`src/rtl/hpi_pkg.sv`:
```
// Shared types and helpers for the EZ-OTG HPI bus master.
package hpi_pkg;

  // HPI register select as seen on otg_hpi_address.
  typedef enum logic [1:0] {
    HPI_DATA    = 2'd0,
    HPI_MAILBOX = 2'd1,
    HPI_ADDRESS = 2'd2,
    HPI_STATUS  = 2'd3
  } hpi_reg_e;

  // Bus-cycle sequencer states.
  typedef enum logic [2:0] {
    ST_IDLE    = 3'd0,
    ST_WAIT_WR = 3'd1,
    ST_SETUP   = 3'd2,
    ST_STROBE  = 3'd3,
    ST_HOLD    = 3'd4,
    ST_RD_PUSH = 3'd5,
    ST_RECOVER = 3'd6
  } hpi_state_e;

  // Phase-counter width: enough bits to hold the longest timed phase.
  function automatic int phase_cnt_w(input int a, input int b, input int c, input int d);
    int m;
    m = a;
    if (b > m) m = b;
    if (c > m) m = c;
    if (d > m) m = d;
    return $clog2(m) + 1;
  endfunction

endpackage

```
`src/rtl/otg_hpi_phase_timer.sv`:
```
// Loadable down-counter shared by the SETUP/STROBE/HOLD/RECOVER phases.
// Loading N-1 on phase entry makes done_o rise on the phase's last cycle.
module otg_hpi_phase_timer #(
  parameter int W = 3
) (
  input  logic         clk_i,
  input  logic         rst_i,
  input  logic         load_i,
  input  logic [W-1:0] load_val_i,
  output logic         done_o
);

  logic [W-1:0] cnt_q, cnt_d;

  // Load on request, otherwise count down and park at zero.
  always_comb begin
    cnt_d = cnt_q;
    if (load_i) begin
      cnt_d = load_val_i;
    end else if (cnt_q != '0) begin
      cnt_d = cnt_q - 1'b1;
    end
  end

  // Counter register.
  always_ff @(posedge clk_i or posedge rst_i) begin
    if (rst_i) begin
      cnt_q <= '0;
    end else begin
      cnt_q <= cnt_d;
    end
  end

  assign done_o = (cnt_q == '0);

endmodule

```
`src/rtl/otg_hpi_master.sv`:
```
// Command-driven EZ-OTG HPI bus master: runs bursts of cmd_len+1 accesses
// to one HPI register with parametrised setup/strobe/hold/recover timing.
// Pin registers are loaded from the next state so they line up with state_q.
module otg_hpi_master
  import hpi_pkg::*;
#(
  parameter int DATA_W      = 16,
  parameter int LEN_W       = 8,
  parameter int SETUP_CYC   = 1,
  parameter int STROBE_CYC  = 3,
  parameter int HOLD_CYC    = 1,
  parameter int RECOVER_CYC = 2
) (
  input  logic              clk_clk,
  input  logic              reset_reset,
  input  logic              cmd_valid,
  output logic              cmd_ready,
  input  logic              cmd_write,
  input  logic [1:0]        cmd_reg,
  input  logic [LEN_W-1:0]  cmd_len,
  input  logic [DATA_W-1:0] wr_data,
  input  logic              wr_valid,
  output logic              wr_ready,
  output logic [DATA_W-1:0] rd_data,
  output logic              rd_valid,
  input  logic              rd_ready,
  output logic              busy,
  output logic [1:0]        otg_hpi_address,
  output logic              otg_hpi_cs_n,
  output logic              otg_hpi_r_n,
  output logic              otg_hpi_w_n,
  output logic [DATA_W-1:0] otg_hpi_data_out,
  output logic              otg_hpi_data_oe,
  input  logic [DATA_W-1:0] otg_hpi_data_in
);

  localparam int PH_W = phase_cnt_w(SETUP_CYC, STROBE_CYC, HOLD_CYC, RECOVER_CYC);

  hpi_state_e        state_q, state_d;
  logic              write_q, write_d;
  hpi_reg_e          reg_q, reg_d;
  logic [LEN_W-1:0]  wcnt_q, wcnt_d;
  logic [DATA_W-1:0] dout_q, dout_d;
  logic              oe_q, oe_d;
  logic [DATA_W-1:0] rdat_q, rdat_d;
  logic              cs_n_q, cs_n_d;
  logic              r_n_q, r_n_d;
  logic              w_n_q, w_n_d;
  hpi_reg_e          addr_q, addr_d;
  logic              ph_load, ph_done;
  logic [PH_W-1:0]   ph_val;

  otg_hpi_phase_timer #(.W(PH_W)) u_timer (
    .clk_i      (clk_clk),
    .rst_i      (reset_reset),
    .load_i     (ph_load),
    .load_val_i (ph_val),
    .done_o     (ph_done)
  );

  // Next-state logic for the burst sequencer.
  always_comb begin
    state_d = state_q;
    case (state_q)
      ST_IDLE:    if (cmd_valid) state_d = cmd_write ? ST_WAIT_WR : ST_SETUP;
      ST_WAIT_WR: if (wr_valid) state_d = ST_SETUP;
      ST_SETUP:   if (ph_done) state_d = ST_STROBE;
      ST_STROBE:  if (ph_done) state_d = ST_HOLD;
      ST_HOLD:    if (ph_done) state_d = write_q ? ST_RECOVER : ST_RD_PUSH;
      ST_RD_PUSH: if (rd_ready) state_d = ST_RECOVER;
      ST_RECOVER: begin
        if (ph_done) begin
          if (wcnt_q == '0) state_d = ST_IDLE;
          else              state_d = write_q ? ST_WAIT_WR : ST_SETUP;
        end
      end
      default:    state_d = ST_IDLE;
    endcase
  end

  // Reload the phase timer whenever a timed phase is entered.
  always_comb begin
    ph_load = 1'b0;
    ph_val  = '0;
    if (state_d != state_q) begin
      ph_load = 1'b1;
      case (state_d)
        ST_SETUP:   ph_val = PH_W'(SETUP_CYC - 1);
        ST_STROBE:  ph_val = PH_W'(STROBE_CYC - 1);
        ST_HOLD:    ph_val = PH_W'(HOLD_CYC - 1);
        ST_RECOVER: ph_val = PH_W'(RECOVER_CYC - 1);
        default:    ph_load = 1'b0;
      endcase
    end
  end

  // Command latch, word counter, data registers and pin next-values.
  always_comb begin
    write_d = write_q;
    reg_d   = reg_q;
    wcnt_d  = wcnt_q;
    dout_d  = dout_q;
    oe_d    = oe_q;
    rdat_d  = rdat_q;
    addr_d  = addr_q;
    if (state_q == ST_IDLE && cmd_valid) begin
      write_d = cmd_write;
      reg_d   = hpi_reg_e'(cmd_reg);
      wcnt_d  = cmd_len;
    end
    if (state_q == ST_WAIT_WR && wr_valid) begin
      dout_d = wr_data;
      oe_d   = 1'b1;
    end
    // The last STROBE cycle is the read sample point.
    if (state_q == ST_STROBE && ph_done && !write_q) begin
      rdat_d = otg_hpi_data_in;
    end
    if (state_d == ST_RECOVER) begin
      oe_d = 1'b0;
    end
    // Decrement only when another word follows, so the counter never wraps.
    if (state_q == ST_RECOVER && ph_done && wcnt_q != '0) begin
      wcnt_d = wcnt_q - 1'b1;
    end
    if (state_d == ST_SETUP) begin
      addr_d = reg_d;
    end
    cs_n_d = !(state_d == ST_SETUP || state_d == ST_STROBE || state_d == ST_HOLD);
    r_n_d  = !(state_d == ST_STROBE && !write_q);
    w_n_d  = !(state_d == ST_STROBE && write_q);
  end

  // State, command and pin registers.
  always_ff @(posedge clk_clk or posedge reset_reset) begin
    if (reset_reset) begin
      state_q <= ST_IDLE;
      write_q <= 1'b0;
      reg_q   <= HPI_DATA;
      wcnt_q  <= '0;
      dout_q  <= '0;
      oe_q    <= 1'b0;
      rdat_q  <= '0;
      cs_n_q  <= 1'b1;
      r_n_q   <= 1'b1;
      w_n_q   <= 1'b1;
      addr_q  <= HPI_DATA;
    end else begin
      state_q <= state_d;
      write_q <= write_d;
      reg_q   <= reg_d;
      wcnt_q  <= wcnt_d;
      dout_q  <= dout_d;
      oe_q    <= oe_d;
      rdat_q  <= rdat_d;
      cs_n_q  <= cs_n_d;
      r_n_q   <= r_n_d;
      w_n_q   <= w_n_d;
      addr_q  <= addr_d;
    end
  end

  assign cmd_ready        = (state_q == ST_IDLE) && !reset_reset;
  assign wr_ready         = (state_q == ST_WAIT_WR);
  assign rd_valid         = (state_q == ST_RD_PUSH);
  assign busy             = (state_q != ST_IDLE);
  assign rd_data          = rdat_q;
  assign otg_hpi_address  = addr_q;
  assign otg_hpi_cs_n     = cs_n_q;
  assign otg_hpi_r_n      = r_n_q;
  assign otg_hpi_w_n      = w_n_q;
  assign otg_hpi_data_out = dout_q;
  assign otg_hpi_data_oe  = oe_q;

endmodule

```
`config.mk`:
```
export PLATFORM = sky130hd
export DESIGN_NAME = otg_hpi_master
export DESIGN_NICKNAME = d
export VERILOG_FILES = /design/src/rtl/hpi_pkg.sv /design/src/rtl/otg_hpi_phase_timer.sv /design/src/rtl/otg_hpi_master.sv
export SDC_FILE = /design/constraint.sdc
export NUM_CORES = 1
export LEC_CHECK = 0
export ABC_CLOCK_PERIOD_IN_PS = 5200
export CORE_MARGIN = 2
export CORE_UTILIZATION = 50
export CTS_BUF_LIST = sky130_fd_sc_hd__clkbuf_8
export CTS_CLUSTER_DIAMETER = 30
export DETAILED_ROUTE_END_ITERATION = 10
export PLACE_DENSITY = 0.88
export SLEW_MARGIN = 0
export SYNTH_ARGS = -nofsm -noshare
export SYNTH_HDL_FRONTEND = slang
export SYNTH_HIERARCHICAL = 1
export SYNTH_SLANG_ARGS = --single-unit
```
`constraint.sdc`:
```
create_clock -name clk_clk -period 5.2 [get_ports clk_clk]
set_clock_uncertainty 0.15 [all_clocks]
set_input_delay 0.78 -clock clk_clk [delete_from_list [all_inputs] [get_ports clk_clk]]
set_output_delay 0.78 -clock clk_clk [all_outputs]
set_load 0.03 [all_outputs]
```
Word level (Yosys, flattened, before mapping)
Index checks and enable logic that the tools add are counted.
W data, S select, Z words.
{"block": "totals", "reg_bits": 55, "latchBits": 0, "ramBits": 0, "rom_bits": 0, "output_inout_bits": 42, "word_cells": 74, "memories": 0}
{"block": "classes", "add_sub_neg": 2, "multipliers": 0, "n_div": 0, "order_cmp": 0, "n_eq_ne": 11, "shift": 0, "mux": 23, "n_bitwise": 0, "reduce_logical": 26}
{"cell": "$mux W3", "n": 9}
{"cell": "$pmux W3 S7", "n": 1}
{"cell": "$mux W8", "n": 2}
{"cell": "$eq A3 B3 Y1 const B", "n": 5}
{"cell": "$eq A3 B2 Y1 const B", "n": 4}
{"cell": "$mux W2", "n": 6}
{"cell": "$logic_and A1 B1 Y1", "n": 9}
{"cell": "$logic_not A8 Y1", "n": 1}
{"cell": "$reduce_bool A8 Y1", "n": 1}
{"cell": "$sub A8 B1 Y8 const B", "n": 1}
{"cell": "$logic_not A3 Y1", "n": 2}
{"cell": "$reduce_bool A2 Y1", "n": 3}
{"cell": "$reduce_bool A3 Y1", "n": 2}
{"cell": "$logic_not A1 Y1", "n": 5}
{"cell": "$mux W1", "n": 4}
{"cell": "$pmux W2 S2", "n": 1}
{"cell": "$reduce_or A4 Y1", "n": 1}
{"cell": "$eq A3 B1 Y1 const B", "n": 1}
{"cell": "$ne A3 B3 Y1", "n": 1}
{"cell": "$sub A3 B1 Y3 const B", "n": 1}
{"cell": "$logic_or A1 B1 Y1", "n": 2}

Logic depth before layout (Yosys ltp)
Gate-level depths: netlist (run 1).
{"block": "logic_depth", "depth_word": 9, "ltp_mapped": 12, "mapped_depth_nobuf": 11}

Cells and area by module
The synthesis (run 1) kept the hierarchy.
{"mod": "otg_hpi_master", "instances": 1, "cells_each": 199, "area_each_um2": 2361.0, "seq_area_each_um2": 1305.0}
{"mod": "otg_hpi_phase_timer", "instances": 1, "cells_each": 22, "area_each_um2": 203.9, "seq_area_each_um2": 75.1}

Worst setup path before layout (run 1)
OpenSTA, ideal clock, no wires.
{"block": "synth_path", "path_type": "reg2reg", "startpoint": "reg wcnt_q[0]", "endpoint": "reg u_timer.cnt_q[0]", "setup_ns": 0.137, "arrival_time_ns": 2.535, "required_time_ns": 4.913, "slack_ns": 2.378, "stages_incl_launch_ff": 10, "path_buffers": 0, "cell_sequence": "dfrtp_1 > inv_1 > ha_1 > or3b_2 > o21a_1 > a2111oi_4 > nand2_1 > a311o_1 > nor4b_1 > a221oi_1"}
{"block": "synth_between", "elab_chain_len": 9, "elab_cells_between_ends": 16, "cone_classes": "eq/ne: 5; mux: 8; reduce/logical: 3"}
{"item": "from (decl)", "line": "otg_hpi_master.sv:42", "rtl": "logic [LEN_W-1:0] wcnt_q, wcnt_d;"}
{"item": "from (signal assigned)", "line": "otg_hpi_master.sv:152", "rtl": "wcnt_q <= wcnt_d;"}
{"item": "$logic_not A8 Y1 *", "line": "otg_hpi_master.sv:73", "rtl": "if (wcnt_q == '0) state_d = ST_IDLE;"}
{"item": "$mux W2 *", "line": "otg_hpi_master.sv:73"}
{"item": "$mux W3 *", "line": "otg_hpi_master.sv:72", "rtl": "if (ph_done) begin"}
{"item": "$pmux W3 S7 *", "line": "otg_hpi_master.sv:64", "rtl": "case (state_q)"}
{"item": "$eq A3 B3 Y1 or $eq A3 B2 Y1 (tied branches)", "line": "otg_hpi_master.sv:87", "rtl": "case (state_d)"}
{"item": "$reduce_or A4 Y1 (no line)"}
{"item": "$mux W1", "line": "otg_hpi_master.sv:87"}
{"item": "$mux W1 *", "line": "otg_hpi_master.sv:85", "rtl": "if (state_d != state_q) begin"}
{"item": "net ph_load", "line": "otg_hpi_master.sv:50", "rtl": "logic ph_load, ph_done;"}
{"item": "$mux W3 or $reduce_bool A2 Y1 (tied branches)"}
{"item": "to (signal assigned)", "line": "otg_hpi_phase_timer.sv:30", "rtl": "cnt_q <= cnt_d;"}
{"item": "to (decl)", "line": "otg_hpi_phase_timer.sv:13", "rtl": "logic [W-1:0] cnt_q, cnt_d;"}
Mark *: on every way through the listed nets, which the timed path passes. The rest lies on a longest branch.
A chain may end at the register's enable or synchronous reset.

Final worst setup path (run 1)
{"block": "layout_path", "startpoint": "reg u_timer.cnt_q[0]", "endpoint": "reg u_timer.cnt_q[1]"}
{"block": "layout_between", "elab_chain_len": 8, "elab_cells_between_ends": 21, "cone_classes": "add/sub: 1; eq/ne: 5; mux: 11; reduce/logical: 4"}
{"item": "$logic_not A3 Y1 *", "line": "otg_hpi_phase_timer.sv:34", "rtl": "assign done_o = (cnt_q == '0);"}
{"item": "net ph_done", "line": "otg_hpi_master.sv:50"}
{"item": "$mux W3 (on tied branches)"}
{"item": "$pmux W3 S7 *", "line": "otg_hpi_master.sv:64"}
{"item": "$eq A3 B3 Y1 or $eq A3 B2 Y1 (tied branches)", "line": "otg_hpi_master.sv:87"}
{"item": "$reduce_or A4 Y1 (no line)"}
{"item": "$mux W1", "line": "otg_hpi_master.sv:87"}
{"item": "$mux W1 *", "line": "otg_hpi_master.sv:85"}
{"item": "net ph_load", "line": "otg_hpi_master.sv:50"}
{"item": "$mux W3 or $reduce_bool A2 Y1 (tied branches)"}
Mark *: on every way through the listed nets, which the timed path passes. The rest lies on a longest branch. The select of a mux whose other input is x is not followed.

==> summary.txt, run 1 <==
Status
  • Run status: finished clean

Detailed routing
  • Violation count after the first detailed-route iteration: 144
  • DR WL/cell: 14.7 um
  • ANT nets after route: 0
  • Total number of vias: 2,015
  • Routed wire length: 5.55 mm
  • Initial DRT Pass Iterations: 4
  • Via/cell ratio: 5.33
  • # DRC: 0

Global route
  • First-pass GRT wire length: 8.90 mm
  • Vias in the first global route: 2,033
  • Total grt overflow: 0
  • Largest net degree at the start of global routing: 53
  • Total track usage: 20.6%
  • Initial antenna violation count: 0

Power
  • Worst IR Drop VDD: 0.399 mV
  • Lkg Pwr: 1.51 nW
  • Pwr dens: 608 mW/mm^2

Synth
  • Mapped Area: 0.00256 mm^2
  • Top_reg_cell synth: dfrtp_1
  • Area share of the largest cell type after synthesis: 50.7%
  • Post-synthesis cell count: 221
  • FF+latch count, synth: 55
  • Largest cells by area after synthesis: dfrtp_1, mux2_2, dfstp_2
  • Top cell type by total area after synthesis: dfrtp_1
  • EDFF count, synth: 0
  • Syn avg cell area: 11.6 um^2
  • Synth cell types: 47
  • Async set-reset flop share out of synthesis: 100%
  • Sequential area share after synthesis: 53.8%
  • Ys Warns: 6
  • Syn Nets: 272
  • Post-synth top cells: dfrtp_1, mux2_2, nand2_1
  • Most numerous cell in the Yosys netlist: dfrtp_1

Cells and area
  • Final Core Density: 71.5%
  • Antenna cell count: 0
  • Share of cells above drive strength 1: 16.9%
  • Syn-to-layout area delta: 40.5%
  • Finished Layout Cells: 378
  • # nets final: 358

Timing
  • Max frequency: 0.310 GHz
  • Least-Margin Pin Slew: 1090 ps
  • Minimum clock period: 3230 ps
  • Setup violators final: 0
  • RSZ-0062 raised after global routing: false
  • Relative slew slack: 27.3%
  • Final Slew Violations: 0
  • Worst setup margin: 1970 ps
  • Final hold viol count: 0
  • Fin crit share: 62.1%
  • Setup TNS after final layout: 0 ps

Clock network
  • Total clock sinks: 55
  • Hold bufs inserted after CTS: 0
  • H-tree lvl count: 2
  • Post-CTS Setup Inserts: 0
  • CTS tree: yes
  • Clock-pin slew on the worst setup and hold paths: 90 ps
  • CTS buffer count: 5
  • CTS root buf: clkbuf_8
  • Worst-skew pair later-pin latency: 300 ps
  • Clock buffer depth: 2
  • Post_cts resized: 0

Placed design
  • Placed cell count: 370
  • Gpl congestion: 0.805
  • Input/output buffers: 89
  • DP HPWL: 4.06 mm
  • DP Worst Slack: 1800 ps

Die
  • Core area: 0.00504 mm^2
  • Die ar.: 0.00572 mm^2
  • Io pins: 90
  • Die Wd: 75.6 um
  • Initial Utilization: 50.9%
  • Cell row count: 26
  • DIE HEIGHT: 75.6 um

Setup path
  • CP max FO: 12
  • Setup slack, reg-to-reg: 1970 ps
  • Crit path kind: register to register
  • Worst reg2reg path depth: 11
  • Capture point of the worst reg-to-reg path: u_timer/cnt_q[1]
  • CP endpoint kind: register
  • RR Startpoint: u_timer/cnt_q[0]
  • Crit path DAT: 3270 ps
  • CP required: 5240 ps
  • Setup crit start kind: register

Worst hold path
  • Worst hold path type: register to register
  • Hold path startpoint: reg_q[0]
  • Hold Path Depth: 2
  • Min-Delay Endpoint: reg_q[0]

Job
  • Maximum Capacitance Violations: 0
[sequential cells by signal, indices dropped and copies added (netlist names)]
signal,count
otg_hpi_data_out,16
rd_data,16
wcnt_q,8
state_q,3
u_timer/cnt_q,3
otg_hpi_address,2
reg_q,2
otg_hpi_cs_n,1
otg_hpi_data_oe,1
otg_hpi_r_n,1
otg_hpi_w_n,1
write_q,1
[worst max-delay path by stage]
stage | start | to
2_1_floorplan | wcnt_q[0] | u_timer/cnt_q[0]
3_3_place_gp | cmd_valid | otg_hpi_address[0]
4_1_cts | u_timer/cnt_q[0] | u_timer/cnt_q[1]
5_1_grt | u_timer/cnt_q[0] | u_timer/cnt_q[1]
6_report | u_timer/cnt_q[0] | u_timer/cnt_q[1]
3_5_place_dp | cmd_valid | u_timer/cnt_q[1]
[layer usage]
layer	GRT usage, %	wire [um]	vias to the layer above
met5	0	0	-
met4	4.68	40	0
met3	9.92	586	6
met2	33.3	2700	70
met1	25.1	2230	987
li1	-	-	952
[cells in the final DEF, fill, tap and decap left out, types with 3 or more instances in the layout]
cell,instances
clkbuf_8,5
nor2b_1,5
clkdlybuf4s50_1,89
o21ai_0,5
a31oi_1,3
nand2b_1,3
nand2_1,21
a21oi_1,8
ha_1,3
nor4_1,3
dfstp_2,3
nor3b_1,3
nor2_1,12
mux2_2,34
dfrtp_1,52
a221o_1,3
inv_1,13
[stage by stage]
| stage | instance area (um^2) | hold slack, ps | total power [W] |
|---|---|---|---|
| after floorplan | 2560 | 286 | 0.00151 |
| after global placement | 3500 | 309 | 0.00189 |
| after detailed placement | 3500 | 322 | 0.00193 |
| after CTS | 3600 | 345 | 0.00221 |
| after global routing | 3600 | 372 | 0.00233 |
| final | 3600 | 336 | 0.00219 |
[area by class of cell]
| cell class | instances | area, um^2 |
|---|---|---|
| Multi-Input combinational cell | 143 | 1090 |
| Clock buffer | 5 | 68.8 |
| Clock inverter | 3 | 37.5 |
| Tap cell | 70 | 87.6 |
| Sequential cell | 55 | 1380 |
| Fill cell | 355 | 1440 |
| Timing Repair Buffer | 90 | 898 |
| Inverter | 12 | 45.0 |
[critical path, stage by stage (launching register included)]
cell and delay, ps:
dfrtp_1 380, inv_1 70, ha_1 230, nand2b_1 130, inv_1 180, and4b_1 320, o21a_1 200, a2111oi_4 430
nand2_1 110, a311o_1 460, nor2b_1 180, a311oi_1 290
[power by group]
part           switching, W  total (W)  leakage (nW)  internal, W
sequential         0.000164   0.000793         0.675     0.000629
clock              0.000130   0.000270        0.0607     0.000140
combinational      0.000595    0.00113         0.779     0.000533
[kinds of logic after synthesis]
kind of cell	count (synthesis)	synth area share, %
AOI/OAI and AO/OA	33	9.56
other	1	0.146
xor gates and xnor gates	1	0.342
DFF	55	53.8
and+or+nand+nor	70	15.3
muxes	35	15.3
buffers and inverters	23	4.05
adders and majority gates	3	1.46
Note: power is estimated with default switching activity, not from simulation.
==> run 2: changes to the inputs <==
--- a/config.mk
+++ b/config.mk
@@ -5,13 +5,13 @@
 export SDC_FILE = /design/constraint.sdc
 export NUM_CORES = 1
 export LEC_CHECK = 0
-export ABC_CLOCK_PERIOD_IN_PS = 5200
+export ABC_CLOCK_PERIOD_IN_PS = 2700
 export CORE_MARGIN = 2
-export CORE_UTILIZATION = 50
+export CORE_UTILIZATION = 42
 export CTS_BUF_LIST = sky130_fd_sc_hd__clkbuf_8
 export CTS_CLUSTER_DIAMETER = 30
 export DETAILED_ROUTE_END_ITERATION = 10
-export PLACE_DENSITY = 0.88
+export PLACE_DENSITY = 0.78
 export SLEW_MARGIN = 0
 export SYNTH_ARGS = -nofsm -noshare
 export SYNTH_HDL_FRONTEND = slang
==> constraint.sdc (replaced) <==
create_clock -name clk_clk -period 2.7 [get_ports clk_clk]
set_clock_uncertainty 0.15 [all_clocks]
set_input_delay 0.405 -clock clk_clk [delete_from_list [all_inputs] [get_ports clk_clk]]
set_output_delay 0.405 -clock clk_clk [all_outputs]
set_load 0.03 [all_outputs]
==> summary.txt, run 2 (synthesis gave the netlist of run 1 again) <==
Status
  • Run status: finished with violations
  • Failing checks: negative setup slack

Clock network
  • Clock buffer depth: 2
  • CTS tree: yes
  • Worst-skew pair later-pin latency: 300 ps
  • CTS root buf: clkbuf_8
  • Total clock sinks: 55
  • CTS buffer count: 5
  • H-tree lvl count: 2
  • Clock-pin slew on the worst setup and hold paths: 90 ps

Die
  • Cell row count: 28
  • Io pins: 90
  • Die ar.: 0.00675 mm^2
  • DIE HEIGHT: 82.1 um
  • Die Wd: 82.1 um
  • Initial Utilization: 43.3%
  • Core area: 0.00592 mm^2

Power
  • Pwr dens: 1170 mW/mm^2
  • Lkg Pwr: 1.69 nW
  • Worst IR Drop VDD: 0.697 mV

Cells and area
  • Antenna cell count: 0
  • # nets final: 387
  • Most common cell after layout, fill and taps aside: clkdlybuf4s50_1
  • Most frequent cells in the layout: clkdlybuf4s50_1, dfrtp_1, mux2_2, buf_4, nand2_1
  • Share of cells above drive strength 1: 29.1%
  • Syn-to-layout area delta: 53.2%

Detailed routing
  • ANT nets after route: 0
  • M1 WL: 2.56 mm
  • Total number of vias: 2,141
  • Top Layer Used: met4
  • Routed wire length: 6.08 mm
  • Met3 WL: 405 um
  • # DRC: 0
  • DR WL/cell: 14.8 um
  • Via/cell ratio: 5.20
  • Violation count after the first detailed-route iteration: 84
  • Metal2 WL: 3.03 mm
  • Initial DRT Pass Iterations: 4

Timing
  • Setup violators final: 2
  • Final Slew Violations: 0
  • Setup TNS after final layout: -70.9 ps
  • Relative slew slack: 67.4%
  • Max frequency: 0.362 GHz
  • Worst setup margin: -59.8 ps
  • Final hold viol count: 0
  • RSZ-0062 raised after global routing: true
  • Minimum clock period: 2760 ps
  • Fin crit share: 102%
  • Final hold slack: 197 ps
  • Least-Margin Pin Slew: 483 ps

Global route
  • First-pass GRT wire length: 9.54 mm
  • Largest net degree at the start of global routing: 45
  • Total track usage: 18.3%
  • Vias in the first global route: 2,093
  • Total grt overflow: 0
  • Initial antenna violation count: 0

Job
  • Maximum Capacitance Violations: 0

Setup path
  • Crit path DAT: 2820 ps
  • Crit path kind: register to register
  • Setup crit start kind: register
  • Crit path from: wcnt_q[1]
  • CP endpoint kind: register
  • CP max FO: 6
  • RR Startpoint: wcnt_q[1]
  • CP required: 2760 ps

Placed design
  • Gpl congestion: 0.801
  • Input/output buffers: 89
  • DP HPWL: 4.33 mm

Worst hold path
  • Worst hold path type: primary input to asynchronous set/reset pin
## run 2: per-stage QoR
| step | setup slack (ps) | total power (W) | cells | util (%) | cell area (um^2) |
|---|---|---|---|---|---|
| 6_report | -59.8 | 0.00461 | 412 | 66.4 | 3930 |
| 5_1_grt | -157 | 0.00489 | 412 | 66.4 | 3930 |
| 4_1_cts | -78.7 | 0.00443 | 408 | 64.4 | 3810 |
| 3_5_place_dp | -141 | 0.00392 | 397 | 62.4 | 3700 |
| 3_3_place_gp | -60.2 | 0.00386 | 397 | 62.4 | 3700 |
| 2_1_floorplan | 9.55 | 0.00293 | 221 | - | 2580 |
## run 2: layout make-up
cell class / count / area [um^2]
multi-input combinational: 143 / 1190
sequential: 55 / 1380
clock buffer: 5 / 68.8
tap: 75 / 93.8
timing repair buffer: 119 / 1130
clock inverter: 3 / 16.3
inverter: 12 / 45.0
fill: 453 / 1990
## run 2: worst max-delay path, cell delays in order (launching register included)
cell,delay [ps]
dfrtp_1,390
inv_1,60
ha_2,170
or3b_4,370
o21a_1,240
a2111oi_4,310
nand2_1,100
a311o_2,460
nor2b_4,160
a311oi_2,260
## run 2: what timing repair did
item | in CTS | in global routing
pin swaps | 7 | 7
setup endpoints to repair | 2 | 6
hold buffers | 0 | 0
cloned | 0 | 0
setup buffers | 3 | 4
resized for setup | 3 | 19
## run 2: path summary, 6_finish.rpt
check / slack [ps] / cells past startpoint / end
worst min register to register: 330 / 2 / reg_q[0]
worst max-delay path: -60 / 9 / u_timer/cnt_q[1]
worst min-delay path: 200 / 2 / u_timer/cnt_q[0]
max in group asynchronous: 1610 / 3 / otg_hpi_cs_n
min in group clk_clk: 330 / 2 / reg_q[0]
worst max register to register: -60 / 9 / u_timer/cnt_q[1]
## run 2: power breakdown
part | internal (W) | switching, W
registers | 0.00121 | 0.000278
clock network | 0.000178 | 0.000262
logic | 0.00135 | 0.00132
## run 2: layer usage
| metal | up-vias | track usage [%] |
|---|---|---|
| li1 | 1016 | - |
| met1 | 1042 | 23.7 |
| met2 | 74 | 29.5 |
| met3 | 9 | 6.09 |
| met4 | 0 | 5.33 |
| met5 | - | 0 |
